==> src/rtl/msfsm_arb_pkg.sv <==
// Shared state encoding and error-flag bit positions for the MSFSM channel arbiter.
package msfsm_arb_pkg;

  typedef enum logic [1:0] {
    ST_IDLE,
    ST_REQ,
    ST_ACK,
    ST_RTZ
  } arb_state_e;

  localparam int ERR_AO       = 0;
  localparam int ERR_WITHDRAW = 1;
  localparam int ERR_TIMEOUT  = 2;

endpackage

==> src/rtl/msfsm_rr_pick.sv <==
// Combinational round-robin picker: first set request strictly after last_i, with wrap-around.
module msfsm_rr_pick
  import msfsm_arb_pkg::*;
#(
  parameter int N  = 2,
  parameter int IW = $clog2(N)
) (
  input  logic [N-1:0]  req_i,
  input  logic [IW-1:0] last_i,
  output logic [N-1:0]  onehot_o,
  output logic [IW-1:0] idx_o,
  output logic          valid_o
);

  logic [IW-1:0] cand;

  // Scan from the farthest candidate down so the nearest one after last_i wins.
  always_comb begin
    idx_o   = '0;
    valid_o = 1'b0;
    cand    = '0;
    for (int i = N; i >= 1; i--) begin
      cand = IW'((int'(last_i) + i) % N);
      if (req_i[cand]) begin
        idx_o   = cand;
        valid_o = 1'b1;
      end
    end
  end

  for (genvar gi = 0; gi < N; gi++) begin : g_onehot
    assign onehot_o[gi] = valid_o && (idx_o == IW'(gi));
  end

endmodule

==> src/rtl/msfsm_channel_arbiter.sv <==
// Round-robin arbiter sharing one 4-phase output channel among N 4-phase requesters,
// with registered levels, one-cycle event strobes and sticky error flags.
module msfsm_channel_arbiter
  import msfsm_arb_pkg::*;
#(
  parameter int N       = 2,
  parameter int TO_W    = 8,
  parameter int TIMEOUT = 200
) (
  input  logic         clk,
  input  logic         reset,
  input  logic [N-1:0] Ri,
  output logic [N-1:0] Ai,
  output logic         Ro,
  input  logic         Ao,
  output logic [N-1:0] grant,
  output logic         Ro_PLUS,
  output logic         Ro_MINUS,
  output logic         Ai_PLUS,
  output logic         Ai_MINUS,
  output logic [2:0]   err
);

  localparam int              IW     = $clog2(N);
  localparam logic [TO_W-1:0] TO_LIM = TO_W'(TIMEOUT);

  arb_state_e      state_q, state_d;
  logic [N-1:0]    grant_q, grant_d;
  logic [N-1:0]    ai_q, ai_d;
  logic            ro_q, ro_d;
  logic            ro_plus_q, ro_plus_d, ro_minus_q, ro_minus_d;
  logic            ai_plus_q, ai_plus_d, ai_minus_q, ai_minus_d;
  logic [IW-1:0]   k_q, k_d, last_q, last_d;
  logic [TO_W-1:0] cnt_q, cnt_d;
  logic [2:0]      err_q, err_d;
  logic            wait_tick;

  logic [N-1:0]    pick_onehot;
  logic [IW-1:0]   pick_idx;
  logic            pick_valid;

  msfsm_rr_pick #(.N(N), .IW(IW)) u_pick (
    .req_i    (Ri),
    .last_i   (last_q),
    .onehot_o (pick_onehot),
    .idx_o    (pick_idx),
    .valid_o  (pick_valid)
  );

  always_comb begin
    state_d    = state_q;
    grant_d    = grant_q;
    ai_d       = ai_q;
    ro_d       = ro_q;
    k_d        = k_q;
    last_d     = last_q;
    cnt_d      = cnt_q;
    err_d      = err_q;
    ro_plus_d  = 1'b0;
    ro_minus_d = 1'b0;
    ai_plus_d  = 1'b0;
    ai_minus_d = 1'b0;
    wait_tick  = 1'b0;

    case (state_q)
      ST_IDLE: begin
        if (Ao) err_d[ERR_AO] = 1'b1;
        if (pick_valid) begin
          grant_d   = pick_onehot;
          k_d       = pick_idx;
          ro_d      = 1'b1;
          ro_plus_d = 1'b1;
          cnt_d     = '0;
          state_d   = ST_REQ;
        end
      end
      ST_REQ: begin
        if (Ao) begin
          ai_d[k_q] = 1'b1;
          ai_plus_d = 1'b1;
          state_d   = ST_ACK;
        end else begin
          wait_tick = 1'b1;
          if (!Ri[k_q]) err_d[ERR_WITHDRAW] = 1'b1;
        end
      end
      ST_ACK: begin
        if (!Ao) err_d[ERR_AO] = 1'b1;
        if (!Ri[k_q]) begin
          ro_d       = 1'b0;
          ro_minus_d = 1'b1;
          cnt_d      = '0;
          state_d    = ST_RTZ;
        end
      end
      ST_RTZ: begin
        // One extra RTZ cycle after Ai- keeps the next Ro+ at least two cycles away.
        if (!ai_q[k_q]) begin
          state_d = ST_IDLE;
        end else if (!Ao) begin
          ai_d[k_q]  = 1'b0;
          ai_minus_d = 1'b1;
          grant_d    = '0;
          last_d     = k_q;
        end else begin
          wait_tick = 1'b1;
        end
      end
      default: state_d = ST_IDLE;
    endcase

    if (TIMEOUT != 0 && wait_tick) begin
      if (cnt_q != TO_LIM) cnt_d = cnt_q + 1'b1;
      if (cnt_q == TO_LIM - 1'b1) err_d[ERR_TIMEOUT] = 1'b1;
    end
  end

  always_ff @(posedge clk or posedge reset) begin
    if (reset) begin
      state_q    <= ST_IDLE;
      grant_q    <= '0;
      ai_q       <= '0;
      ro_q       <= 1'b0;
      ro_plus_q  <= 1'b0;
      ro_minus_q <= 1'b0;
      ai_plus_q  <= 1'b0;
      ai_minus_q <= 1'b0;
      k_q        <= '0;
      last_q     <= IW'(N - 1);
      cnt_q      <= '0;
      err_q      <= '0;
    end else begin
      state_q    <= state_d;
      grant_q    <= grant_d;
      ai_q       <= ai_d;
      ro_q       <= ro_d;
      ro_plus_q  <= ro_plus_d;
      ro_minus_q <= ro_minus_d;
      ai_plus_q  <= ai_plus_d;
      ai_minus_q <= ai_minus_d;
      k_q        <= k_d;
      last_q     <= last_d;
      cnt_q      <= cnt_d;
      err_q      <= err_d;
    end
  end

  assign Ai       = ai_q;
  assign Ro       = ro_q;
  assign grant    = grant_q;
  assign Ro_PLUS  = ro_plus_q;
  assign Ro_MINUS = ro_minus_q;
  assign Ai_PLUS  = ai_plus_q;
  assign Ai_MINUS = ai_minus_q;
  assign err      = err_q;

endmodule
==> config.mk <==
export PLATFORM = sky130hd
export DESIGN_NAME = msfsm_channel_arbiter
export DESIGN_NICKNAME = d
export VERILOG_FILES = /design/src/rtl/msfsm_arb_pkg.sv /design/src/rtl/msfsm_rr_pick.sv /design/src/rtl/msfsm_channel_arbiter.sv
export SDC_FILE = /design/constraint.sdc
export NUM_CORES = 1
export LEC_CHECK = 0
export CORE_ASPECT_RATIO = 0.9
export CORE_UTILIZATION = 45
export CTS_CLUSTER_SIZE = 10
export DETAILED_ROUTE_END_ITERATION = 8
export PLACE_DENSITY_LB_ADDON = 0.15
export SETUP_SLACK_MARGIN = 0.5
export SYNTH_ARGS = -nofsm -noshare
export SYNTH_HDL_FRONTEND = slang
export SYNTH_HIERARCHICAL = 1
export SYNTH_SLANG_ARGS = --single-unit
==> constraint.sdc <==
create_clock -name clk -period 1.76 [get_ports clk]
set_clock_uncertainty 0.1 [all_clocks]
set_input_delay 0.352 -clock clk [delete_from_list [all_inputs] [get_ports clk]]
set_output_delay 0.352 -clock clk [all_outputs]
set_load 0.01 [all_outputs]
Yosys cells after proc, flatten, opt, wreduce, memory -nomap -nowiden
Cells that the tools add are included.

storage, ports and cells
  bits in registers = 24
  logic and storage cells = 105
  input bits = 5

cells by class
  bitwise operators = 6
  multiplexer cells = 49
  $lt $le $gt $ge = 4
  reductions and logical operators = 16
  eq/ne operators = 13
  add/sub/neg operators = 3

operators with widths
  operator             count
  $mux 8               4
  $mux 1               27
  $mux 2               10
  $pmux 8 s2           1
  $ne 2x2->1 const B   7
  $reduce_and 3->1     4
  $reduce_and 4->1     3
  $add 8x1->8 const B  1
  $eq 8x8->1 const B   1
  $ne 8x8->1 const B   1
  $pmux 2 s2           2
  $pmux 2 s4           1
  $lt 1x2->1 const B   3
  $pmux 1 s2           3
  $reduce_bool 2->1    3
  $eq 2x2->1 const B   2
  $reduce_and 2->1     2
  $logic_and 1x1->1    3
  $not 1->1            3
  $add 1x1->1 const B  2
  $and 2x2->2          1
  $eq 2x1->1 const B   1
  $logic_not 2->1      1
  $ne 2x1->1 const B   1
  other kinds (4)      4

Longest topological paths before layout
  depth in word-level cells = 9
  mapped depth = 6

Hierarchy
Netlist, hierarchy kept.

by module, submodules not included
  module                 area an instance (um2)  cells each  instances
  msfsm_channel_arbiter  1270.0                  118         1
  msfsm_rr_pick          32.5                    5           1

Least setup slack after synthesis
No wires, ideal clock.

  path kind = reg-to-reg
  start point = register state_q[1]
  end point = register cnt_q[2]
  path buffers = 0
  required time = 1.534 ns
  data arrival time = 1.500 ns
  setup slack = 0.034 ns
  cell stages (with the launch flop) = 7
  library setup time = 0.126 ns
  cell sequence = dfrtp_1 > inv_1 > ha_1 > and2b_1 > a31o_4 > and2_4 > a221o_1

on the way
  longest elaborated chain between the ends = 4
  elaborated cells between the ends (all ways) = 8
  those cells by class = eq/ne (3); mux (4); reduce/logical (1)

RTL lines
  item                                                  line                          RTL
  start, declared                                       msfsm_channel_arbiter.sv:27   arb_state_e state_q, state_d;
  start signal, assigned                                msfsm_channel_arbiter.sv:133  state_q <= state_d;
  $eq 2x2->1 / $logic_not 2->1 (equally long branches)  msfsm_channel_arbiter.sv:65   case (state_q)
  $pmux 8 s2                                            msfsm_channel_arbiter.sv:65
  $mux 8                                                msfsm_channel_arbiter.sv:113  if (cnt_q != TO_LIM) cnt_d = cnt_q + 1'b1;
  $mux 8 *                                              msfsm_channel_arbiter.sv:112  if (TIMEOUT != 0 && wait_tick) begin
  net cnt_d[2]                                          msfsm_channel_arbiter.sv:34   logic [TO_W-1:0] cnt_q, cnt_d;
  end signal, assigned                                  msfsm_channel_arbiter.sv:143  cnt_q <= cnt_d;
  end, declared                                         msfsm_channel_arbiter.sv:34

The timed path passes the listed nets; every way through them passes the cells marked *.
A chain may end at the register's enable or synchronous reset.

Worst setup path in the final report
  start point = register state_q[0]
  end point = register cnt_q[6]

The elaborated chain is that of the path after synthesis.

==> results by group <==
Synthesis
  • Syn_nets: approximately 130
  • Yosys cell types: 47
  • Synth Area in Compound Gates: 18.3%
  • Register area share after synthesis: a little under half
  • Post-synth design cell area: 1300 um^2
  • Synth top area cells: dfrtp_1 (44%), ha_1 (5.8%), mux2_2 (3.5%)
  • Top cell type's share of synthesized area: between 40 and 50%
  • Synthesis warning total: 6
  • Main combinational cell family by area after synthesis: compound AO/OA/AOI/OAI gates
  • FF+latch count, synth: 24
  • Mux cell area share after synthesis: between 6 and 7%
  • Post-synth EDFFs: 0
  • Ys flop type: dfrtp_1
  • Gate Count Post-Synth: between 100 and 150
  • Post-Synth XOR/XNOR Area: 0.672%
  • Adder-cell area share of the yosys netlist: 5.76%
  • Area leader, netlist: dfrtp_1
  • Synth Area in Simple Gates: a little under a fifth
  • Mean Syn Cell Area: 10.6 um^2
  • Share of flip-flops with an asynchronous set or reset: 100%

Layout
  • Register area: roughly 600 um^2
  • Nets: between 150 and 200
  • Ratio of cells with drive above 1 in the final layout: about half
  • Area growth syn-to-layout: 49.5%
  • Final Core Density: 70.9%
  • Diode count: 0
  • Multi-input logic area: roughly 780 um^2
  • Layout Cells excl Fill: about 220
  • Fin area: just under 2000 um^2
  • Layout fillers: 212

Global routing
  • Largest net degree at the start of global routing: 25
  • Initial antenna violation count: 0
  • Vias in the first global route: around 1200
  • Total GRT Usage: 22.5%
  • Global-route wire length before repair: 5.05 mm
  • GR Overflow Total: 0

Timing
  • Minimum clock period: about 1.8 ns
  • Worst-Margin Slew: roughly 0.31 ns
  • Slew Limit Fails: 0
  • Final setup TNS: 0 ns
  • F_max: ~570 MHz
  • Slew headroom: 79.3%
  • Final setup vio count: 0
  • Final Cycle Share: 99.9%
  • Min Hold Slack: approximately 0.24 ns
  • Final Hold Vio Count: 0
  • RSZ-0062 raised after global routing: true

Power
  • Leak pwr: about 0.9 nW
  • Maximum vdd drop: around 0.0012 V
  • P per Cell Area: around 1600 nW/um^2

Setup path
  • CP delay by family, top: compound AO/OA/AOI/OAI gates
  • CP Buf/Inv Count: 0
  • CP max FO: 5
  • Setup crit start kind: flop
  • CP arrival: 1.89 ns
  • Type of the worst setup path: flop to flop
  • Worst EP required: 1.89 ns
  • Critical path's largest stage delay: about 0.47 ns
  • Worst path slowest cell: dfrtp_2
  • Crit path cell chain: ha_4 -> and2b_2 -> a31o_4 -> and2_4 -> a221o_1
  • Critical Path End Type: flop

Detailed routing
  • Metal3 WL: between 100 and 150 um
  • Initial drt markers: 25
  • Final wirelength: between 3 and 4 mm
  • WL/cell: between 15 and 20 um
  • 1st-pass router iterations: 4
  • WL met2: around 1.8 mm
  • Via density: roughly 5.3
  • Antenna Violating Nets Remaining: 0
  • Remaining DRCs: 0
  • Via count: approximately 1200
  • Uppermost routed layer: met4
  • M1 WL: between 1 and 1.5 mm

Flow run
  • # Max-Cap Violations: 0

Floorplanning
  • CORE AREA: 2750 um^2
  • I/O pin cnt: 17
  • Die Height: roughly 53 um
  • Die area: 3110 um^2
  • Row count: 18
  • Die width: 58.7 um
  • Initial Util: roughly 47%

Clock tree
  • H-tree depth: 1
  • Clk Latency, worst-skew pair: around 0.33 ns
  • Clk root buf: clkbuf_4
  • Clk sinks: 24
  • Clk slew on worst S/H paths: about 0.13 ns
  • CTS Buf Count: 3
  • Clock Path Buffers: 2
  • TritonCTS clock tree: built

Placed design
  • Routability cong.: between 0.8 and 0.9
  • DP Wirelength: between 2 and 2.5 mm
  • Placed cells: approximately 200
  • I/O Buffers: 16
  • Placed cell area: between 1500 and 2000 um^2

Run status
  • Outcome: finished clean

Worst hold path
  • HP Class: input pin to async pin
## logic make-up after synthesis
| kind of cell | count (synthesis) |
|---|---|
| buf+inv | 14 |
| simple gates | 39 |
| flops | 24 |
| compound gates | 32 |
| fa+ha+maj | 6 |
| xor+xnor | 1 |
| mux | 7 |
## routing by layer
| metal | global-route usage, % | up-vias |
|---|---|---|
| li1 | - | 553 |
| met1 | 23.4 | 577 |
| met2 | 44.6 | 17 |
| met3 | 6.11 | 6 |
| met4 | 5.16 | 0 |
| met5 | 0 | - |
## worst register-to-register path: stages (launching register included)
cell	delay, ns
dfrtp_2	0.47
ha_4	0.17
and2b_2	0.23
a31o_4	0.24
and2_4	0.15
a221o_1	0.30
## cell usage in the layout, fill, tap and decap left out, types with 3 or more instances in the layout
cell type	instances
buf_2	10
a22o_1	4
clkbuf_4	3
and2_1	3
a21oi_2	3
nor3_1	4
buf_4	32
buf_6	9
nand3_1	3
mux2_4	4
inv_1	7
dfrtp_1	22
o21ai_0	3
nand2_1	7
ha_4	4
## sequential cells by signal, summed over array words and instances (netlist names), 2 cells and up, named ones only
name	cells
cnt_q	8
err	3
grant	2
state_q	2
## through the flow
stage / worst slack [ns] / total power [mW]
floorplan: 0.0563 / 1.71
global placement: -0.211 / 2.21
detailed placement: -0.258 / 2.26
CTS: 0.00837 / 2.83
global route: -0.0567 / 3.23
finish: 0.000925 / 3.06
## power by group
part | internal (mW) | switching (mW)
registers | 0.719 | 0.125
clock network | 0.127 | 0.171
logic | 1.05 | 0.867
## timing repair
| item | CTS | global route |
|---|---|---|
| hold buffers | 0 | 0 |
| pin swaps | 4 | 7 |
| setup buffers | 12 | 5 |
| resized for setup | 67 | 20 |
| setup endpoints to repair | 33 | 34 |
## cell type report
cell class,count,area share (%)
multi-input combinational,85,40.2
timing repair buffer,55,22.0
inverter,11,2.38
sequential,24,31.0
tap,40,2.57
clock buffer,4,1.86
## cell usage after synthesis, types with 2 or more instances
| master | n |
|---|---|
| dfrtp_1 | 23 |
| inv_1 | 11 |
| nand2_1 | 8 |
| ha_1 | 6 |
| o21ai_0 | 6 |
| a21oi_1 | 5 |
| a22o_1 | 4 |
| mux2_2 | 4 |
| nor3_1 | 4 |
| and2_1 | 3 |
| nand3_1 | 3 |
| or3_1 | 3 |
| a21boi_0 | 2 |
| a21o_1 | 2 |
| a221o_1 | 2 |
| nor2b_1 | 2 |
| nor3b_1 | 2 |
| o211ai_1 | 2 |
| o31ai_1 | 2 |
| or2_2 | 2 |
## path summary, 6_finish.rpt
kind | from | end | slack (ns) | depth (start not counted)
max in group asynchronous | reset | last_q$_DFFE_PP1P_ | 1.02 | 3
hold reg to reg | err[2]$_DFFE_PP0P_ | err[2]$_DFFE_PP0P_ | 0.37 | 1
hold / removal | reset | cnt_q[7]$_DFF_PP0_ | 0.24 | 3
setup / recovery | state_q[0]$_DFFE_PP0P_ | cnt_q[6]$_DFF_PP0_ | 0.0009 | 5
setup reg to reg | state_q[0]$_DFFE_PP0P_ | cnt_q[6]$_DFF_PP0_ | 0.0009 | 5
min in group clk | err[2]$_DFFE_PP0P_ | err[2]$_DFFE_PP0P_ | 0.37 | 1
No activity file was read; power rests on OpenSTA's default activity.
